$ cat config.mk
export PLATFORM = sky130hd
export DESIGN_NAME = serial_addsub
export DESIGN_NICKNAME = d
export VERILOG_FILES = /design/src/rtl/serial_addsub.sv
export SDC_FILE = /design/constraint.sdc
export NUM_CORES = 1
export LEC_CHECK = 0
export ABC_AREA = 1
export BUFFER_PORTS_ARGS = -buffer_cell sky130_fd_sc_hd__buf_4
export CAP_MARGIN = 20
export CORE_MARGIN = 1
export CORE_UTILIZATION = 49
export DETAILED_ROUTE_END_ITERATION = 7
export PLACE_DENSITY = 0.76
export SLEW_MARGIN = 20
export SYNTH_ARGS = -nofsm -noshare
export SYNTH_HDL_FRONTEND = slang
export SYNTH_SLANG_ARGS = --single-unit
$ cat constraint.sdc
create_clock -name clk -period 3.3 [get_ports clk]
set_clock_uncertainty 0.05 [all_clocks]
set_input_delay 0.495 -clock clk [delete_from_list [all_inputs] [get_ports clk]]
set_output_delay 0.495 -clock clk [all_outputs]
set_load 0.01 [all_outputs]
$ cat src/rtl/serial_addsub.sv
// Digit-serial two's-complement adder/subtractor.
// Processes DIGIT bits per clock, least significant digit first, so a full
// WIDTH-bit operation takes WIDTH/DIGIT cycles followed by a one-cycle done.
module serial_addsub #(
    parameter int WIDTH = 32,
    parameter int DIGIT = 4
) (
    input  logic             clk,
    input  logic             reset,
    input  logic             start,
    input  logic             sub,
    input  logic [WIDTH-1:0] a,
    input  logic [WIDTH-1:0] b,
    output logic             busy,
    output logic             done,
    output logic [WIDTH-1:0] result,
    output logic             c_out,
    output logic             overflow,
    output logic             zero
);

    localparam int K     = WIDTH / DIGIT;
    localparam int CNT_W = (K > 1) ? $clog2(K) : 1;
    localparam logic [CNT_W-1:0] LAST_DIGIT = CNT_W'(K - 1);
    localparam logic [WIDTH-1:0] DIGIT_MASK = WIDTH'({DIGIT{1'b1}});

    typedef enum logic [1:0] {IDLE, RUN, DONE} state_t;

    state_t            state, state_nxt;
    logic              take;
    logic              last;

    // Operands captured at the accepted start; the inputs are free afterwards.
    logic [WIDTH-1:0]  a_p0;
    logic [WIDTH-1:0]  b_p0;
    logic              sub_p0;

    // Running state of the serial computation.
    logic [CNT_W-1:0]  cnt_p0;
    logic              carry_p0;

    logic [31:0]       base;
    logic [DIGIT-1:0]  a_dig;
    logic [DIGIT-1:0]  bx_dig;
    logic [DIGIT-1:0]  s_dig;
    logic              c_dig;
    logic              c_msb_in;
    logic [WIDTH-1:0]  res_nxt;

    // One digit of a + (b ^ mask) + cin; returns {carry_out, sum}.
    function automatic logic [DIGIT:0] digit_add(
        input logic [DIGIT-1:0] x,
        input logic [DIGIT-1:0] y,
        input logic             cin
    );
        return {1'b0, x} + {1'b0, y} + {{DIGIT{1'b0}}, cin};
    endfunction

    // Signed overflow: the carry into the MSB differs from the carry out of it.
    function automatic logic signed_ovf(
        input logic msb_x,
        input logic msb_y,
        input logic msb_s,
        input logic cout
    );
        return (msb_x ^ msb_y ^ msb_s) ^ cout;
    endfunction

    // State register; reset abandons any operation in flight.
    always_ff @(posedge clk) begin
        if (reset) state <= IDLE;
        else       state <= state_nxt;
    end

    // Next-state logic and handshake outputs.
    always_comb begin
        state_nxt = state;
        busy      = 1'b0;
        done      = 1'b0;
        take      = 1'b0;
        unique case (state)
            IDLE: begin
                if (start) begin
                    take      = 1'b1;
                    state_nxt = RUN;
                end
            end
            RUN: begin
                busy = 1'b1;
                if (cnt_p0 == LAST_DIGIT) state_nxt = DONE;
            end
            DONE: begin
                done = 1'b1;
                if (start) begin
                    take      = 1'b1;
                    state_nxt = RUN;
                end else begin
                    state_nxt = IDLE;
                end
            end
            default: state_nxt = IDLE;
        endcase
    end

    // Digit datapath: select digit i, add, and splice the sum back into result.
    always_comb begin
        base     = 32'(cnt_p0) * 32'(DIGIT);
        a_dig    = DIGIT'(a_p0 >> base);
        bx_dig   = DIGIT'(b_p0 >> base) ^ {DIGIT{sub_p0}};
        {c_dig, s_dig} = digit_add(a_dig, bx_dig, carry_p0);
        c_msb_in = s_dig[DIGIT-1] ^ a_dig[DIGIT-1] ^ bx_dig[DIGIT-1];
        res_nxt  = (result & ~(DIGIT_MASK << base)) | (WIDTH'(s_dig) << base);
        last     = (cnt_p0 == LAST_DIGIT);
    end

    // Operand capture; no reset needed since these are only read during RUN.
    always_ff @(posedge clk) begin
        if (take) begin
            a_p0   <= a;
            b_p0   <= b;
            sub_p0 <= sub;
        end
    end

    // Digit counter, carry chain, result and flags.
    always_ff @(posedge clk) begin
        if (reset) begin
            cnt_p0   <= '0;
            carry_p0 <= 1'b0;
            result   <= '0;
            c_out    <= 1'b0;
            overflow <= 1'b0;
            zero     <= 1'b0;
        end else if (take) begin
            cnt_p0   <= '0;
            carry_p0 <= sub;
        end else if (busy) begin
            cnt_p0   <= cnt_p0 + CNT_W'(1);
            carry_p0 <= c_dig;
            result   <= res_nxt;
            if (last) begin
                c_out    <= c_dig;
                overflow <= signed_ovf(a_dig[DIGIT-1], bx_dig[DIGIT-1],
                                       s_dig[DIGIT-1], c_dig);
                zero     <= (res_nxt == '0);
            end
        end
    end

    // Kept for readability of waveforms: carry into the MSB on the last digit.
    logic unused_c_msb_in;
    assign unused_c_msb_in = c_msb_in;

endmodule

After elaboration in Yosys (flattened, before gate mapping)
Index checks and enable logic that the tools add are counted.

word-level totals
  word-level logic and storage cells = 48
  bits in registers = 106

operators by class
  muxes and demuxes = 10
  reductions and logical operators = 8
  bitwise logic cells = 8
  shifts and indexed selects = 4
  equality and inequality tests = 5
  $add $sub $neg = 3

operators by type and width
  operator                                              count
  >> shifter 32 x 5 -> 4 bit                            2
  AND 32 bit                                            1
  logical NOT 32 bit                                    1
  NOT 32 bit                                            1
  bitwise OR 32 bit                                     1
  << shifter 4 x 5 -> 32 bit                            1
  << shifter 4 x 5 -> 32 bit (first input constant)     1
  two-way mux 1 bit                                     7
  one-hot mux 2 bit (3 select lines)                    1
  adder 4 x 4 -> 5 bit                                  1
  adder 5 x 1 -> 5 bit                                  1
  two-way mux 2 bit                                     2
  != test 2 bit (second input constant)                 2
  AND reduction 2 bit                                   2
  OR reduction 2 bit                                    2
  bitwise XOR 4 bit                                     1
  adder 3 x 1 -> 3 bit (second input constant)          1
  equality test 3 bit (second input constant)           1
  AND reduction 3 bit                                   1
  bitwise XOR 1 bit                                     3
  equality test 2 x 1 -> 1 bit (second input constant)  1
  equality test 2 bit (second input constant)           1
  logical NOT 2 bit                                     1
  nonzero test 2 bit                                    1
  NOT 1 bit                                             1

Longest topological paths before layout
Gate-level depths: netlist (run 1).

  word-level depth = 7
  gate-level depth with buffers = 21

Worst setup path before layout (run 1)
No wires, ideal clock.

  path kind = register to register
  from = register cnt_p0[0]
  to = register zero
  setup slack = 0.081 ns
  buffers on the path = 2
  setup time = 0.071 ns
  data arrival time = 3.098 ns
  stages on the path, launching flop included = 21
  clock period less this slack = 3.219 ns
  cells stage by stage = dfxtp_1 > inv_1 > clkbuf_1 > clkbuf_1 > o21ai_0 > o221ai_1 > o21ai_0 > fa_1 > fa_1 > inv_1 > nand3_1 > nor2_1 > nor2_1 > nand2_1 > nor2_1 > nand2_1 > nor2_1 > nand2_1 > nor2_1 > nand3_1 > a21oi_1

between the ends
  cells in the longest elaborated chain, start to end = 7

ends and longest elaborated chain
  what                        RTL line  source
  start: declaration          39        logic [CNT_W-1:0] cnt_p0;
  start signal: assignment    138       cnt_p0 <= cnt_p0 + CNT_W'(1);
  >> shifter 32 x 5 -> 4 bit  109       bx_dig = DIGIT'(b_p0 >> base) ^ {DIGIT{sub_p0}};
  bitwise XOR 4 bit           109
  adder 4 x 4 -> 5 bit        56        return {1'b0, x} + {1'b0, y} + {{DIGIT{1'b0}}, cin};
  adder 5 x 1 -> 5 bit        56
  << shifter 4 x 5 -> 32 bit  112       res_nxt = (result & ~(DIGIT_MASK << base)) | (WIDTH'(s_dig) << base);
  bitwise OR 32 bit           112
  logical NOT 32 bit          145       zero <= (res_nxt == '0);
  end signal: assignment      145
  end: declaration            19        output logic zero

Parallel ways exist; a longest one is shown, timed or not.
A chain may end at the register's enable or synchronous reset.

Worst setup path in the final report (run 1)
  from = register cnt_p0[1]
  to = register zero

Same word-level chain as after synthesis.

==> flow_summary.yaml, run 1 <==
run_status:
  status: "complete, no violations"
timing:
  worst_pin_slew_ns: 0.610
  hold_viol_final: 0
  grt_setup_unrepaired: "true"
  fin_crit_sh_pct: 91.9
  fmax_ghz: 0.330
  setup_viol: 0
  layout_setup_ws_ns: 0.266
  final_max_slew_viol_count: 0
  period_needed_ns: 3.03
  relSlewSlack_pct: 59.3
grt:
  grt_pass1_vias: 3939
  grt_usage_pct: 23.6
  grt_antenna_before_repair: 0
  overflow: 0
  grt_pass1_wl_mm: 18.8
  grt_max_degree: 51
final_layout:
  finalNonFillerCells: 785
  final_area_mm2: 0.00610
  nets: 726
  syn_to_final_growth_pct: 24.5
  layout-drive-gt1-share_pct: 23.8
  diodes: 0
logic_synthesis:
  ys_seq_area_share_pct: 56.6
  synth_edf_count: 65
  async_flop_share_pct: 0
  synth.most_common_cell: "nand2_1"
  synth_area_leader_cell: "edfxtp_1"
  synthesis.nets: 623
  syn_inst: 544
  synth_area_mm2: 0.00490
  avgSynthCellArea_um2: 9.01
  synthTopCellsByArea: "edfxtp_1 40%, dfxtp_1 17%, nand2_1 7.1%, nor2_1 6.6%, o21ai_0 4.7%"
  synth_top_area_share_pct: 39.8
  synthDistinctLibCells: 33
  ys.warnings.count: 0
  synthTopCellsByCount: "93 x nand2_1, 86 x nor2_1, 65 x edfxtp_1"
  synth-main-ff-cell: "edfxtp_1"
  ys_ff_latch: 106
setup_path:
  path_max_fanout: 14
  cpPeakStageDelay_ns: 0.57
  end_kind: "register"
  worst-path-buf-inv: 2
  required_ns: 3.57
  cp_data_arrival_time_ns: 3.30
  slowest_stage: "fa_2"
  crit_chain: "inv_6, o21ai_0, o221ai_1, o21ai_1, xor2_1, fa_2, fa_2, nor2_1, nand3_1, nand2_1, inv_1, nand2_1, nor2_1, nand2_1, nor2_1, nand2_1, nor2_1, nand3_1, a21oi_1"
  cpLargestDelayFamily: "adder cells"
  critPathKind: "reg -> reg"
  start_kind: "register"
run:
  drv_cap: 0
floorplanning:
  coreArea_mm2: 0.00973
  num_rows: 36
  die_h_um: 102
  start_util_pct: 50.4
  dieArea_mm2: 0.0104
  die_w_um: 102
  num_io_pins: 105
clocking:
  post_cts_buffers: 0
  cts_max_level: 3
  cts_tree: "done"
  cts_made_buffers: 9
  clockRootBuffer: "clkbuf_8"
  clockBufferDepth: 2
  cts.sinks: 106
  clk_pin_slew_ns: 0.11
  insertion_delay_ns: 0.37
routing:
  dr_total_vias: 4097
  antenna_left: 0
  drt_wl_total_mm: 11.6
  via_per_inst: 5.22
  drc: 0
  first_pass_iters: 5
  drt_iter0_drc: 210
  post_drt_wl_per_cell_um: 14.8
place:
  port_buffers: 104
  dp_hpwl_mm: 8.51
  dp_slack_ns: 0.117
  placed_cell_area_mm2: 0.00584
  dp.cells: 769
  place_congestion: 0.894
worst_hold_path:
  hold_path.class: "in -> reg"
power_and_ir_drop:
  power_density_mw_per_mm2: 506
  ir_drop_v: 0.000285
  p_leak_uw: 0.00270
-- layer usage --
layer | vias up | wire, um | GRT usage, %
met5 | - | 0 | 0
met4 | 0 | 252 | 9.01
met3 | 18 | 694 | 3.76
met2 | 160 | 5770 | 40.7
met1 | 1875 | 4870 | 29.9
li1 | 2044 | - | -
-- power breakdown --
part           internal, uW  switching, uW  leakage [uW]
Clock                   367            475      0.000105
Combinational           276            426       0.00164
Sequential             1500           45.0      0.000959
Total                  2140            946       0.00270
-- flip-flops by register name, summed over array words and instances (netlist names) --
| name | flops |
|---|---|
| cnt_p0 | 3 |
| sub_p0 | 1 |
| b_p0 | 32 |
| zero | 1 |
| c_out | 1 |
| carry_p0 | 1 |
| a_p0 | 32 |
| overflow | 1 |
| result | 32 |
| state | 2 |
-- worst register-to-register path, delay by kind of cell, from the launching register on --
family	cells	cell delay [ns]
flip-flops	1	0.38
XOR/XNOR	1	0.18
AND/OR/NAND/NOR	10	0.77
AO/OA/AOI/OAI	4	0.50
adder cells (fa/ha/maj)	2	0.95
buffers and inverters	2	0.17
-- worst paths after layout --
check	start	end	slack, ns	depth (start not counted)
min	b[0]	b_p0[0]$_DFFE_PP_	0.24	1
min reg2reg	result[30]$_SDFFE_PP0P_	result[30]$_SDFFE_PP0P_	0.43	2
max reg2reg	cnt_p0[1]$_SDFFE_PP0P_	zero$_SDFFE_PP0P_	0.27	19
max	cnt_p0[1]$_SDFFE_PP0P_	zero$_SDFFE_PP0P_	0.27	19
-- stage by stage --
stage | total power, uW | hold slack, ns | util, % | TNS, ns
after floorplan | 2000 | 0.440 | - | 0
final | 3090 | 0.244 | 62.7 | 0
after detailed placement | 2250 | 0.410 | 60.0 | 0
after global placement | 2230 | 0.411 | 60.0 | 0
after CTS | 3080 | 0.233 | 62.2 | 0
after global routing | 3240 | 0.223 | 62.7 | -0.0116
-- layout by cell type (no fill, tap or decap), types with 15 or more instances in the layout --
cell type and n:
inv_1 53, o211ai_1 15, dfxtp_1 39, nand2_1 92
nand3_1 24, a21oi_1 23, nand4_1 16, edfxtp_1 65
nor2_1 85, buf_4 117, o21ai_0 41
-- kinds of logic after synthesis --
kind of cell	share of synthesized area [%]
buf+inv	7.61
simple gates	19.0
fa+ha+maj	3.11
flops	56.6
compound gates	12.8
xor+xnor	0.894
-- final cells by class --
type,count,area [um^2]
fill,866,3630
sequential,106,2780
multi-input combinational,348,1780
timing repair buffer,122,938
inverter,60,230
tap,133,166
clock buffer,9,124
clock inverter,7,87.6
-- what timing repair did --
action                                  CTS  global route
endpoints found under the setup margin    0             1
hold buffers                              0             0
gates resized for setup                   0            23
Power figures use the tool's default switching activity.
==> inputs of run 2 (changes only) <==
CORE_UTILIZATION = 38   (was 49)
PLACE_DENSITY = unset   (was 0.76)
==> run 2 against run 1 <==
Worst hold slack better by 0.014 ns. Count of clock-buffer cells in the layout up 2. Die area up 28%. Global-route usage down 4.3 points. Highest routed layer unchanged. Wire length up 3.6%. Fmax down 0.98%. Power up 7.6%. Utilization down 12 points. Sequential power about the same. Largest cell class unchanged. Clock power up 26%. Combinational power up 2%.
==> flow_summary.yaml, run 2 (synthesis gave the netlist of run 1 again) <==
clocking:
  cts_max_level: 3
  cts_tree: "done"
  cts.sinks: 106
  cts_made_buffers: 9
  clockRootBuffer: "clkbuf_16"
  insertion_delay_ns: 0.36
  clk_pin_slew_ns: 0.07
  clockBufferDepth: 2
  cts_hold_buf: 0
setup_path:
  cp_data_arrival_time_ns: 3.30
  rr_startpoint: "cnt_p0[0]$_SDFFE_PP0P_"
  required_ns: 3.54
  startpoint: "cnt_p0[0]$_SDFFE_PP0P_"
  start_kind: "register"
  rr_worst_depth: 18
  path_max_fanout: 7
  critPathKind: "reg -> reg"
  end_kind: "register"
place:
  place_congestion: 0.867
  placed_cell_area_mm2: 0.00589
  dp_slack_ns: 0.102
  dp_hpwl_mm: 8.80
  port_buffers: 104
final_layout:
  final_area_mm2: 0.00636
  syn_to_final_growth_pct: 29.9
  final_cell_mix: "123 x buf_4, 91 x nand2_1, 80 x nor2_1"
  fillers: 1222
  nets: 733
  reg_top3: "a_p0 (32), b_p0 (32), result (32)"
  diodes: 0
  final_common_cell: "buf_4"
  layout-drive-gt1-share_pct: 26.4
timing:
  relSlewSlack_pct: 57.5
  final_max_slew_viol_count: 0
  layout_setup_ws_ns: 0.236
  worst_pin_slew_ns: 0.637
  setup_viol: 0
  fin_crit_sh_pct: 92.9
  hold_viol_final: 0
  grt_setup_unrepaired: "true"
  fmax_ghz: 0.326
  period_needed_ns: 3.06
floorplanning:
  dieArea_mm2: 0.0134
  start_util_pct: 38.8
  die_h_um: 116
  coreArea_mm2: 0.0126
  num_io_pins: 105
  num_rows: 41
  die_w_um: 116
grt:
  grt_max_degree: 33
  grt_pass1_vias: 4005
  grt_pass1_wl_mm: 19.5
  grt_usage_pct: 19.3
  overflow: 0
  grt_antenna_before_repair: 0
run:
  drv_cap: 0
power_and_ir_drop:
  power_density_mw_per_mm2: 522
  ir_drop_v: 0.000526
  p_leak_uw: 0.00279
routing:
  post_drt_wl_per_cell_um: 14.4
  dr_total_vias: 4112
  drt_iter0_drc: 238
  first_pass_iters: 4
  antenna_left: 0
  drc: 0
  via_per_inst: 4.95
  drt_wl_total_mm: 12.0
worst_hold_path:
  hold_path.class: "in -> reg"
  holdPathStages: 1
  min_from: "b[8]"
run_status:
  status: "complete, no violations"
==> run 2: report_power, final <==
group	leakage, uW	internal, uW	total, uW	switching, uW
Clock	0.000144	564	1060	493
Sequential	0.000959	1500	1550	46.9
Combinational	0.00169	291	718	427
==> run 2: worst paths after layout <==
kind,slack (ns),endpoint
worst max-delay path,0.24,zero$_SDFFE_PP0P_
worst min-delay path,0.26,b_p0[8]$_DFFE_PP_
worst max register to register,0.24,zero$_SDFFE_PP0P_
worst min register to register,0.44,result[7]$_SDFFE_PP0P_
==> run 2: area by class of cell <==
class / instances / area, um^2 / share of cell area, %
clock inverters: 5 / 42.5 / 0.668
well taps: 172 / 215 / 3.38
repair buffers: 129 / 1010 / 15.9
multi-input cells: 348 / 1830 / 28.8
clock buffers: 11 / 253 / 3.97
flip-flops and latches: 106 / 2780 / 43.6
inverters: 60 / 235 / 3.70
==> run 2: critical path, stage by stage, from the launching register on <==
cell      delay (ns)
dfxtp_4         0.43
o21ai_0         0.11
o221ai_1        0.19
o21ai_1         0.12
xor2_1          0.17
fa_2            0.37
fa_1            0.56
inv_2           0.07
nand3_2         0.07
nor2_2          0.04
nor2_2          0.12
nand2_1         0.07
nor2_2          0.10
nand2_1         0.06
nor2_1          0.09
nand2_1         0.06
nor2_1          0.09
nand3_1         0.08
a21oi_1         0.14
==> run 2: stage by stage <==
stage                     util [%]  instances  setup TNS (ns)  total power (uW)  hold slack, ns
after detailed placement      46.7        809               0              2250           0.433
after global routing          50.4        831         -0.0584              3510           0.239
after global placement        46.7        809               0              2240           0.427
after floorplan                  -        544               0              2000           0.440
final                         50.4        831               0              3320           0.259
after CTS                     49.0        825               0              3310           0.249
==> run 2: what timing repair did <==
| item | CTS | global route |
|---|---|---|
| setup endpoints to repair | 0 | 3 |
| setup buffers | 0 | 6 |
| gates resized for setup | 0 | 48 |
==> run 2: layer usage <==
metal | track usage (%) | part of all wire, % | vias to the layer above
li1 | - | - | 2060
met1 | 23.7 | 43 | 1894
met2 | 31.9 | 49 | 142
met3 | 5.65 | 6.1 | 16
met4 | 7.79 | 1.9 | 0
met5 | 0 | 0 | -
